===== config.mk =====
export PLATFORM = sky130hd
export DESIGN_NAME = array_0_6_access_flat
export DESIGN_NICKNAME = d
export VERILOG_FILES = /design/src/rtl/array_0_6_access_if.sv /design/src/rtl/array_0_6_access.sv /design/src/flat_wrapper.sv
export SDC_FILE = /design/constraint.sdc
export NUM_CORES = 1
export LEC_CHECK = 0
export BUFFER_PORTS_ARGS = -buffer_cell sky130_fd_sc_hd__buf_4
export CAP_MARGIN = 10
export CORE_MARGIN = 2
export CORE_UTILIZATION = 53
export CTS_BUF_LIST = sky130_fd_sc_hd__clkbuf_8 sky130_fd_sc_hd__clkbuf_16
export CTS_CLUSTER_SIZE = 20
export DETAILED_ROUTE_END_ITERATION = 12
export GPL_TIMING_DRIVEN = 0
export PLACE_DENSITY = 0.85
export SYNTH_ARGS = -nofsm -noshare
export SYNTH_HDL_FRONTEND = slang
export SYNTH_SLANG_ARGS = --single-unit

===== constraint.sdc =====
create_clock -name clock -period 4.8 [get_ports clock]
set_clock_uncertainty 0.05 [all_clocks]
set_input_delay 0 -clock clock [delete_from_list [all_inputs] [get_ports clock]]
set_output_delay 0 -clock clock [all_outputs]
set_load 0.005 [all_outputs]

===== src/rtl/array_0_6_access_if.sv =====
// Request/response channel bundle for array_0_6_access.
// Carries the valid/ready request channel and the valid/ready read-response channel.
// master = requester side (drives req_*, resp_ready); slave = the access block.
interface array_0_6_access_if #(
    parameter int ADDR_W = 12,
    parameter int DATA_W = 15
);
    logic              req_valid;
    logic              req_ready;
    logic              req_write;
    logic [ADDR_W-1:0] req_addr;
    logic [DATA_W-1:0] req_wdata;
    logic              resp_valid;
    logic              resp_ready;
    logic [DATA_W-1:0] resp_rdata;

    modport master (
        output req_valid, req_write, req_addr, req_wdata, resp_ready,
        input  req_ready, resp_valid, resp_rdata
    );

    modport slave (
        input  req_valid, req_write, req_addr, req_wdata, resp_ready,
        output req_ready, resp_valid, resp_rdata
    );
endinterface


===== src/rtl/array_0_6_access.sv =====
// Purpose: request/response front-end for the 4096x15 single-port array macro (RW0 port).
// Latency: read accepted at edge N is captured at edge N+1 and visible after it; writes take 1 cycle.
// Backpressure: req_ready drops while FIFO entries plus the in-flight read fill RESP_DEPTH.
//
// Ports: clock/reset_n (async active-low); bus (slave modport) carries req_*/resp_*;
// init_done; sram_addr/sram_en/sram_wmode/sram_wdata to the macro, sram_rdata from it.
// Optional feature macro: SRAM_ZERO_INIT_EN -- after reset, walk the whole array writing 0
// before accepting requests. Undefined: no init walk, init_done is constant 1.
module array_0_6_access #(
    parameter int ADDR_W     = 12,
    parameter int DATA_W     = 15,
    parameter int RESP_DEPTH = 3
) (
    input  logic                 clock,
    input  logic                 reset_n,
    array_0_6_access_if.slave    bus,
    output logic                 init_done,
    output logic [ADDR_W-1:0]    sram_addr,
    output logic                 sram_en,
    output logic                 sram_wmode,
    output logic [DATA_W-1:0]    sram_wdata,
    input  logic [DATA_W-1:0]    sram_rdata
);
    localparam int PTR_W = (RESP_DEPTH > 1) ? $clog2(RESP_DEPTH) : 1;
    localparam int CNT_W = $clog2(RESP_DEPTH + 1);

    typedef logic [PTR_W-1:0] ptr_t;
    typedef logic [CNT_W-1:0] cnt_t;

    localparam ptr_t LAST_PTR = ptr_t'(RESP_DEPTH - 1);

    logic [DATA_W-1:0] fifo_mem_q [RESP_DEPTH];
    logic [DATA_W-1:0] fifo_mem_d [RESP_DEPTH];
    ptr_t              head_q, head_d;
    ptr_t              tail_q, tail_d;
    cnt_t              count_q, count_d;
    logic              rd_inflight_q, rd_inflight_d;

    logic              accept;
    logic              push;
    logic              pop;
    logic              init_busy;
    logic [ADDR_W-1:0] init_addr;
    logic [CNT_W:0]    occupancy;

`ifdef SRAM_ZERO_INIT_EN
    logic [ADDR_W-1:0] init_cnt_q, init_cnt_d;
    logic              init_done_q, init_done_d;

    always_comb begin
        init_cnt_d  = init_cnt_q;
        init_done_d = init_done_q;
        if (!init_done_q) begin
            init_cnt_d = init_cnt_q + ADDR_W'(1);
            if (init_cnt_q == '1) begin
                init_done_d = 1'b1;
            end
        end
    end

    always_ff @(posedge clock or negedge reset_n) begin
        if (!reset_n) begin
            init_cnt_q  <= '0;
            init_done_q <= 1'b0;
        end else begin
            init_cnt_q  <= init_cnt_d;
            init_done_q <= init_done_d;
        end
    end

    assign init_done = init_done_q;
    // Gate with reset_n so the macro sees no enable while the block is held in reset.
    assign init_busy = reset_n && !init_done_q;
    assign init_addr = init_cnt_q;
`else
    assign init_done = 1'b1;
    assign init_busy = 1'b0;
    assign init_addr = '0;
`endif

    // Every accepted read owns a FIFO slot from acceptance, so overflow cannot occur.
    assign occupancy     = {1'b0, count_q} + {{CNT_W{1'b0}}, rd_inflight_q};
    assign bus.req_ready = init_done && (int'(occupancy) < RESP_DEPTH);
    assign accept        = bus.req_valid && bus.req_ready;

    assign push           = rd_inflight_q;
    assign bus.resp_valid = (count_q != '0);
    assign pop            = bus.resp_valid && bus.resp_ready;
    assign bus.resp_rdata = fifo_mem_q[head_q];

    // Macro drive: init walk has priority (requests are blocked during it anyway).
    always_comb begin
        sram_en    = 1'b0;
        sram_wmode = 1'b0;
        sram_addr  = '0;
        sram_wdata = '0;
        if (init_busy) begin
            sram_en    = 1'b1;
            sram_wmode = 1'b1;
            sram_addr  = init_addr;
        end else if (accept) begin
            sram_en    = 1'b1;
            sram_wmode = bus.req_write;
            sram_addr  = bus.req_addr;
            sram_wdata = bus.req_wdata;
        end
    end

    always_comb begin
        rd_inflight_d = accept && !bus.req_write;
        fifo_mem_d    = fifo_mem_q;
        head_d        = head_q;
        tail_d        = tail_q;
        count_d       = count_q;
        if (push) begin
            fifo_mem_d[tail_q] = sram_rdata;
            tail_d = (tail_q == LAST_PTR) ? '0 : tail_q + ptr_t'(1);
        end
        if (pop) begin
            head_d = (head_q == LAST_PTR) ? '0 : head_q + ptr_t'(1);
        end
        case ({push, pop})
            2'b10:   count_d = count_q + cnt_t'(1);
            2'b01:   count_d = count_q - cnt_t'(1);
            default: count_d = count_q;
        endcase
    end

    always_ff @(posedge clock or negedge reset_n) begin
        if (!reset_n) begin
            for (int i = 0; i < RESP_DEPTH; i++) begin
                fifo_mem_q[i] <= '0;
            end
            head_q        <= '0;
            tail_q        <= '0;
            count_q       <= '0;
            rd_inflight_q <= 1'b0;
        end else begin
            fifo_mem_q    <= fifo_mem_d;
            head_q        <= head_d;
            tail_q        <= tail_d;
            count_q       <= count_d;
            rd_inflight_q <= rd_inflight_d;
        end
    end
endmodule


===== src/flat_wrapper.sv =====
// flat-port wrapper written by rule: the top's interface ports become plain ports
module array_0_6_access_flat 
#(
    parameter int ADDR_W     = 12,
    parameter int DATA_W     = 15,
    parameter int RESP_DEPTH = 3
)
  (clock, reset_n, init_done, sram_addr, sram_en, sram_wmode, sram_wdata, sram_rdata, bus_req_valid, bus_req_write, bus_req_addr, bus_req_wdata, bus_resp_ready, bus_req_ready, bus_resp_valid, bus_resp_rdata);
  array_0_6_access_if #(.ADDR_W(ADDR_W), .DATA_W(DATA_W)) bus_i ();
  input  logic clock;
  input  logic reset_n;
  output logic init_done;
  output logic [ADDR_W-1:0] sram_addr;
  output logic sram_en;
  output logic sram_wmode;
  output logic [DATA_W-1:0] sram_wdata;
  input  logic [DATA_W-1:0] sram_rdata;
  input wire logic [$bits(bus_i.req_valid)-1:0] bus_req_valid;
  input wire logic [$bits(bus_i.req_write)-1:0] bus_req_write;
  input wire logic [$bits(bus_i.req_addr)-1:0] bus_req_addr;
  input wire logic [$bits(bus_i.req_wdata)-1:0] bus_req_wdata;
  input wire logic [$bits(bus_i.resp_ready)-1:0] bus_resp_ready;
  output wire logic [$bits(bus_i.req_ready)-1:0] bus_req_ready;
  output wire logic [$bits(bus_i.resp_valid)-1:0] bus_resp_valid;
  output wire logic [$bits(bus_i.resp_rdata)-1:0] bus_resp_rdata;
  assign bus_i.req_valid = bus_req_valid;
  assign bus_i.req_write = bus_req_write;
  assign bus_i.req_addr = bus_req_addr;
  assign bus_i.req_wdata = bus_req_wdata;
  assign bus_i.resp_ready = bus_resp_ready;
  assign bus_req_ready = bus_i.req_ready;
  assign bus_resp_valid = bus_i.resp_valid;
  assign bus_resp_rdata = bus_i.resp_rdata;
  array_0_6_access #(.ADDR_W(ADDR_W), .DATA_W(DATA_W), .RESP_DEPTH(RESP_DEPTH)) u_core (.clock(clock), .reset_n(reset_n), .bus(bus_i), .init_done(init_done), .sram_addr(sram_addr), .sram_en(sram_en), .sram_wmode(sram_wmode), .sram_wdata(sram_wdata), .sram_rdata(sram_rdata));
endmodule

==> run summary, run 1 <==
Setup bufs post-CTS: 0
Sequential share of power: 37.9%
DR vias: 1941
CP Max Fanout: 10
Main flop type after synthesis: dfrtp_1
Crit. End Element: output port
First-pass GRT wire length: 8.83 mm
Async S/R FF share, synth: 100%
Area contributors post-synth: dfrtp_1, mux2_2, and2_1
Total gr overflow: 0
DR WL/cell: 14.8 um
Min cycle time layout: 2.25 ns
Power Total: 2080 uW
Clock buffers created by TritonCTS: 5
Required time of the critical path: 4.75 ns
Cell Area, Synth: 2550 um^2
Die width: 73.4 um
DRT iter0 DRCs: 101
Post-synth cell types: 27
Synthesized instance count: 209
Maximum VDD drop: 0.290 mV
Gate power share: 47.9%
Fin nets: 375
Worst R2R Path Depth: 4
Status: finished, final reports clean
Vias in the first global route: 1947
Htree depth: 2
Clock Path Buffers: 2
Row Count: 25
Design Area, Final: 3590 um^2
Cell Area, Placed: 3310 um^2
Post-synth EDFFs: 0
Clock root cell: clkbuf_8
Synth Register Bits: 52
Post-route ant nets: 0
Pre-CTS WS: 2.87 ns
PortBufs: 92
Switch share: 32.0%
Syn avg cell area: 12.2 um^2
Syn nets: 259
Clock network fraction of total power: 14.2%
Slew margin rel.: 57.2%
Hold Vio Cnt, Final: 0
GRT Resource Usage Total: 21.5%
Flop-to-flop setup slack: 2.94 ns
Power Density: 581 nW/um^2
Reg2reg end: u_core.fifo_mem_q[44]$_DFFE_PN0P_
Worst reg2reg startpoint: u_core.push$_DFF_PN0_
Layout area overhead: 40.6%
Tcrit/Tclk final: 46.8%
Routed wire length: 5.63 mm
Core ar.: 4690 um^2
Switching pwr: 668 uW
Cell taking the most area after synthesis: dfrtp_1
Synth top area share: 51.0%
Layout cells sized above 1: 47.5%
HPWL Detailed: 3.92 mm
RSZ-0062 raised after global routing: no
Syn. warnings: 0
Final Setup Violations: 0
Critical Path End: sram_wdata[9]
HP Class: in -> reg
Initial Util: 54.4%
Crit path kind: reg -> out
Final WS setup: 2.55 ns
Max-slew violation count: 0
Ports: 94
# clock sinks: 52
Sequential share of the synthesized area: 51.0%
Setup_tns: 0 ns
Largest net degree at the start of global routing: 53
CTS tree: built
Worst EP arrival: 2.20 ns
Power Internal: 1420 uW
CP startpoint: u_core.count_q[0]$_DFFE_PN0P_
Drt drc: 0
Max cap viols: 0
Antenna violations before repair: 0
DRT Pass-1 Iters: 4
Chip Height: 73.4 um
Fin util: 76.5%
Clk Latency, worst-skew pair: 0.31 ns
Static Leak: 0.00174 uW
Clk slew on worst S/H paths: 0.09 ns
Vias per cell: 5.11
Final Wtd Congestion: 0.706
Fmax: 445 MHz
Full die area: 5380 um^2
# diodes: 0
Slew @ Worst Pin: 0.638 ns
CP Launch Type: flip-flop
-- flip-flops by register name (all words and copies together), names as in the netlist --
name               cells
u_core.head_q          2
u_core.fifo_mem_q     45
u_core.tail_q          2
u_core.push            1
u_core.count_q         2
-- area by class of cell --
cell class | count | area [um^2]
buffer | 13 | 68.8
tap | 54 | 67.6
inverter | 4 | 15.0
clock buffer | 5 | 68.8
clock inverter | 3 | 38.8
timing repair buffer | 109 | 861
fill | 326 | 1100
multi-input combinational | 140 | 1170
sequential | 52 | 1300
-- timing repair --
action,in CTS,in global routing
resized for setup,0,0
endpoints found under the hold margin,98,0
hold buffers,17,0
-- cell usage after synthesis, types with 2 or more instances --
master and number:
inv_1 3, clkbuf_1 6, a21o_1 2, mux2_2 36
xnor2_1 2, ha_1 3, dfrtp_1 52, nand2_1 15
o21ai_0 17, buf_2 4, nor2b_1 2, mux2i_1 15
mux2_4 10, buf_4 2, and2_1 28
-- layout by cell type, fill, tap and decap left out, types with 2 or more instances in the layout --
cell,synthesis,routed
a21o_1,2,2
mux2_2,36,36
ha_1,3,3
xnor2_1,2,2
clkbuf_1,6,6
o21ai_0,17,17
and2_1,28,28
mux2_4,10,10
clkbuf_8,0,5
dfrtp_1,52,52
buf_4,2,94
dlygate4sd3_1,0,17
buf_2,4,4
mux2i_1,15,15
nor2b_1,2,2
inv_1,3,4
nand2_1,15,15
-- stage by stage --
step	std cells	hold slack (ns)
after floorplan	209	-0.346
after global placement	355	0.0147
after detailed placement	355	0.0157
after CTS	380	0.109
after global routing	380	0.130
final	380	0.0988
-- worst max-delay path: stages (launching register included) --
cell	delay, ns
dfrtp_1	0.44
ha_1	0.20
ha_1	0.29
a211oi_1	0.33
clkbuf_1	0.30
and2_1	0.21
buf_4	0.12
-- worst min path at each step --
stage / start / slack, ns / endpoint / depth (start not counted)
finish: bus_resp_ready / 0.1 / u_core.head_q[0]$_DFFE_PN0P_ / 3
CTS: bus_resp_ready / 0.11 / u_core.head_q[0]$_DFFE_PN0P_ / 3
global placement: reset_n / 0.01 / u_core.fifo_mem_q[2]$_DFFE_PN0P_ / 1
detailed placement: reset_n / 0.02 / u_core.fifo_mem_q[2]$_DFFE_PN0P_ / 1
global route: bus_resp_ready / 0.13 / u_core.head_q[0]$_DFFE_PN0P_ / 3
floorplan: reset_n / -0.35 / u_core.count_q[0]$_DFFE_PN0P_ / 0
-- cell families after synthesis --
kind of cell | after synthesis | share of synthesized area [%]
AO/OA/AOI/OAI | 21 | 4.41
XOR/XNOR | 3 | 1.03
adder cells (fa/ha/maj) | 3 | 1.47
buffers and inverters | 17 | 3.29
flip-flops | 52 | 51.0
multiplexers | 61 | 27.7
other | 1 | 0.147
AND/OR/NAND/NOR | 51 | 11.0
-- routing by layer --
layer / wire length (um) / track usage [%]
met4: 78 / 6.67
met5: 0 / 0
met2: 2820 / 36.0
met1: 2430 / 27.2
met3: 301 / 6.04
-- power by group through the flow --
stage	logic (uW)	registers [uW]	clock network [uW]
6_report	999	791	295
5_1_grt	1090	818	317
4_1_cts	1010	787	297
3_5_place_dp	994	793	0
3_3_place_gp	967	780	0
2_1_floorplan	589	756	0
(Power assumes the default switching activity.)
==> inputs of run 2 (changes only) <==
Settings changed: CORE_UTILIZATION 53 to 44, PLACE_DENSITY 0.85 to 0.75.
Clock period 4.8 ns to 1.85 ns, I/O delays scaled along.
==> run 2 against run 1 <==
The flow now finishes with violations (negative setup slack). Non-clock buffer count rose by 7. Register-to-register slack got worse by 2.9 ns. Power grew to 2.8 times the previous value. First-iteration DRC count is 34% higher. Count of clock-buffer cells in the layout increased by 1. Design area up 9.0%. Utilization decreased by 5.9 points. Sequential cell count is the same. Via count up 3.0%. Combinational power grew to 3.1 times the previous value. Setup slack got worse by 2.6 ns. Clock power increased by 120%. Largest cell class unchanged.
==> run summary, run 2 (synthesis gave the netlist of run 1 again) <==
Status: finished, violations left (was finished, final reports clean)
Violated checks: negative setup slack
Number of flip-flops under the largest register name: 45 (unchanged)
Hold Vio Cnt, Final: 0 (unchanged)
Drt drc: 0 (unchanged)
HP Class: in -> reg (unchanged)
Slew margin rel.: 56.7% (was 57.2%)
Required time of the critical path: 1.80 ns (was 4.75 ns)
CP Max Fanout: 6 (was 10)
PortBufs: 92 (unchanged)
Crit. End Element: output port (unchanged)
Multi-input gate area: 1270 um^2 (was 1170 um^2)
Final WS setup: -0.0624 ns (was 2.55 ns)
Worst reg2reg startpoint: u_core.push$_DFF_PN0_ (unchanged)
CP startpoint: u_core.push$_DFF_PN0_ (was u_core.count_q[0]$_DFFE_PN0P_)
Clk Latency, worst-skew pair: 0.30 ns (was 0.31 ns)
Antenna violations before repair: 0 (unchanged)
Reg2reg end: u_core.fifo_mem_q[0]$_DFFE_PN0P_ (was u_core.fifo_mem_q[44]$_DFFE_PN0P_)
# clock sinks: 52 (unchanged)
Row Count: 27 (was 25)
Die width: 80.1 um (was 73.4 um)
DR vias: 2000 (was 1941)
Layout area overhead: 53.3% (was 40.6%)
Commonest non-fill, non-tap cell in the layout: buf_4 (unchanged)
Max cap viols: 0 (unchanged)
Most frequent cells in the layout: buf_4, dfrtp_1, mux2_2, buf_6, and2_4 (was buf_4, dfrtp_1, mux2_2, and2_1)
Clock root cell: clkbuf_8 (unchanged)
CTS tree: built (unchanged)
Chip Height: 80.1 um (was 73.4 um)
Initial Util: 46.0% (was 54.4%)
Fin nets: 382 (was 375)
Global-route layer with the greatest usage: met2 (unchanged)
Slew @ Worst Pin: 0.649 ns (was 0.638 ns)
First-pass GRT wire length: 9.47 mm (was 8.83 mm)
DR WL/cell: 14.3 um (was 14.8 um)
Final Setup Violations: 38 (was 0)
Crit path kind: reg -> out (unchanged)
Worst R2R Path Depth: 7 (was 4)
Met1 global-route usage: 24.1% (was 27.2%)
Power Density: 1490 nW/um^2 (was 581 nW/um^2)
Min cycle time layout: 1.91 ns
Post-route ant nets: 0 (unchanged)
GRT Resource Usage Total: 18.9% (was 21.5%)
Clk slew on worst S/H paths: 0.08 ns (was 0.09 ns)
Vias per cell: 4.94 (was 5.11)
Largest net degree at the start of global routing: 53 (unchanged)
Final Wtd Congestion: 0.705 (was 0.706)
DP Cell Count: 373 (was 355)
Flop-to-flop setup slack: -0.01 ns (was 2.94 ns)
DRT Pass-1 Iters: 4 (unchanged)
Core ar.: 5540 um^2 (was 4690 um^2)
CP Launch Type: flip-flop (unchanged)
GRT met2 Usage: 32.1% (was 36.0%)
Critical Path End: sram_wdata[7] (was sram_wdata[9])
Tcrit/Tclk final: 103%
Vias in the first global route: 2079 (was 1947)
Clock Path Buffers: 2 (unchanged)
Routed wire length: 5.81 mm (was 5.63 mm)
HPWL Detailed: 3.86 mm (was 3.92 mm)
Setup_tns: -1.27 ns (was 0 ns)
RSZ-0062 raised after global routing: yes (was no)
DRT iter0 DRCs: 135 (was 101)
Clock buffers created by TritonCTS: 5 (unchanged)
Layout cells sized above 1: 58.3% (was 47.5%)
Static Leak: 0.00188 uW (was 0.00174 uW)
Biggest register: u_core.fifo_mem_q (unchanged)
Fillers: 406 (was 326)
# diodes: 0 (unchanged)
M3 GR Usage: 3.93% (was 6.04%)
Ports: 94 (unchanged)
Fmax: 523 MHz
Reg area: 1300 um^2 (unchanged)
Max-slew violation count: 0 (unchanged)
Full die area: 6420 um^2 (was 5380 um^2)
Maximum VDD drop: 0.722 mV (was 0.290 mV)
Htree depth: 2 (unchanged)
Worst EP arrival: 1.86 ns (was 2.20 ns)
Non-Filler Instances: 405 (was 380)
Pre-CTS WS: -0.174 ns (was 2.87 ns)
Total gr overflow: 0 (unchanged)
## run 2: worst min-delay path by stage
| stage | from | endpoint | slack [ns] | cells past startpoint |
|---|---|---|---|---|
| floorplan | reset_n | u_core.count_q[0]$_DFFE_PN0P_ | -0.35 | 0 |
| global placement | reset_n | u_core.fifo_mem_q[0]$_DFFE_PN0P_ | 0.02 | 1 |
| detailed placement | reset_n | u_core.fifo_mem_q[0]$_DFFE_PN0P_ | 0.02 | 1 |
| CTS | bus_resp_ready | u_core.head_q[0]$_DFFE_PN0P_ | 0.11 | 3 |
| global route | bus_resp_ready | u_core.head_q[0]$_DFFE_PN0P_ | 0.07 | 3 |
| finish | bus_resp_ready | u_core.head_q[0]$_DFFE_PN0P_ | 0.08 | 3 |
## run 2: power by group
group	total (uW)	internal (uW)	switching [uW]
logic	3120	1980	1140
clock network	642	295	347
registers	2050	1710	343
## run 2: layout make-up
type,instances,share of cell area (%)
tap,72,2.30
timing repair buffer,116,26.1
sequential,52,33.3
buffer,13,3.07
clock buffer,6,2.11
clock inverter,2,0.192
inverter,4,0.384
multi-input combinational,140,32.6
## run 2: what timing repair did
item	in CTS	in global routing
endpoints found under the setup margin	49	40
hold buffers	17	0
endpoints found under the hold margin	98	0
gates cloned	3	0
pin swaps	27	2
resized for setup	68	13
buffers inserted	3	1
## run 2: per-stage QoR
step | hold WS [ns] | power, uW | utilization (%) | instance area (um^2)
4_1_cts | 0.114 | 5790 | 69.9 | 3870
2_1_floorplan | -0.346 | 3490 | - | 2550
6_report | 0.0785 | 5820 | 70.6 | 3910
5_1_grt | 0.0725 | 6240 | 70.6 | 3910
3_5_place_dp | 0.0209 | 4630 | 60.1 | 3330
3_3_place_gp | 0.0235 | 4540 | 60.1 | 3330
## run 2: critical path: stages (launching register included)
cell	delay, ns
dfrtp_1	0.42
ha_4	0.18
ha_4	0.24
a211oi_4	0.19
buf_6	0.16
clkbuf_8	0.15
and2_4	0.14
buf_6	0.08
## run 2: layer usage
| metal | routed length, um | up-vias | part of all wire (%) |
|---|---|---|---|
| li1 | - | 954 | - |
| met1 | 2540 | 950 | 44 |
| met2 | 2800 | 87 | 48 |
| met3 | 373 | 9 | 6.4 |
| met4 | 104 | 0 | 1.8 |
| met5 | 0 | - | 0 |
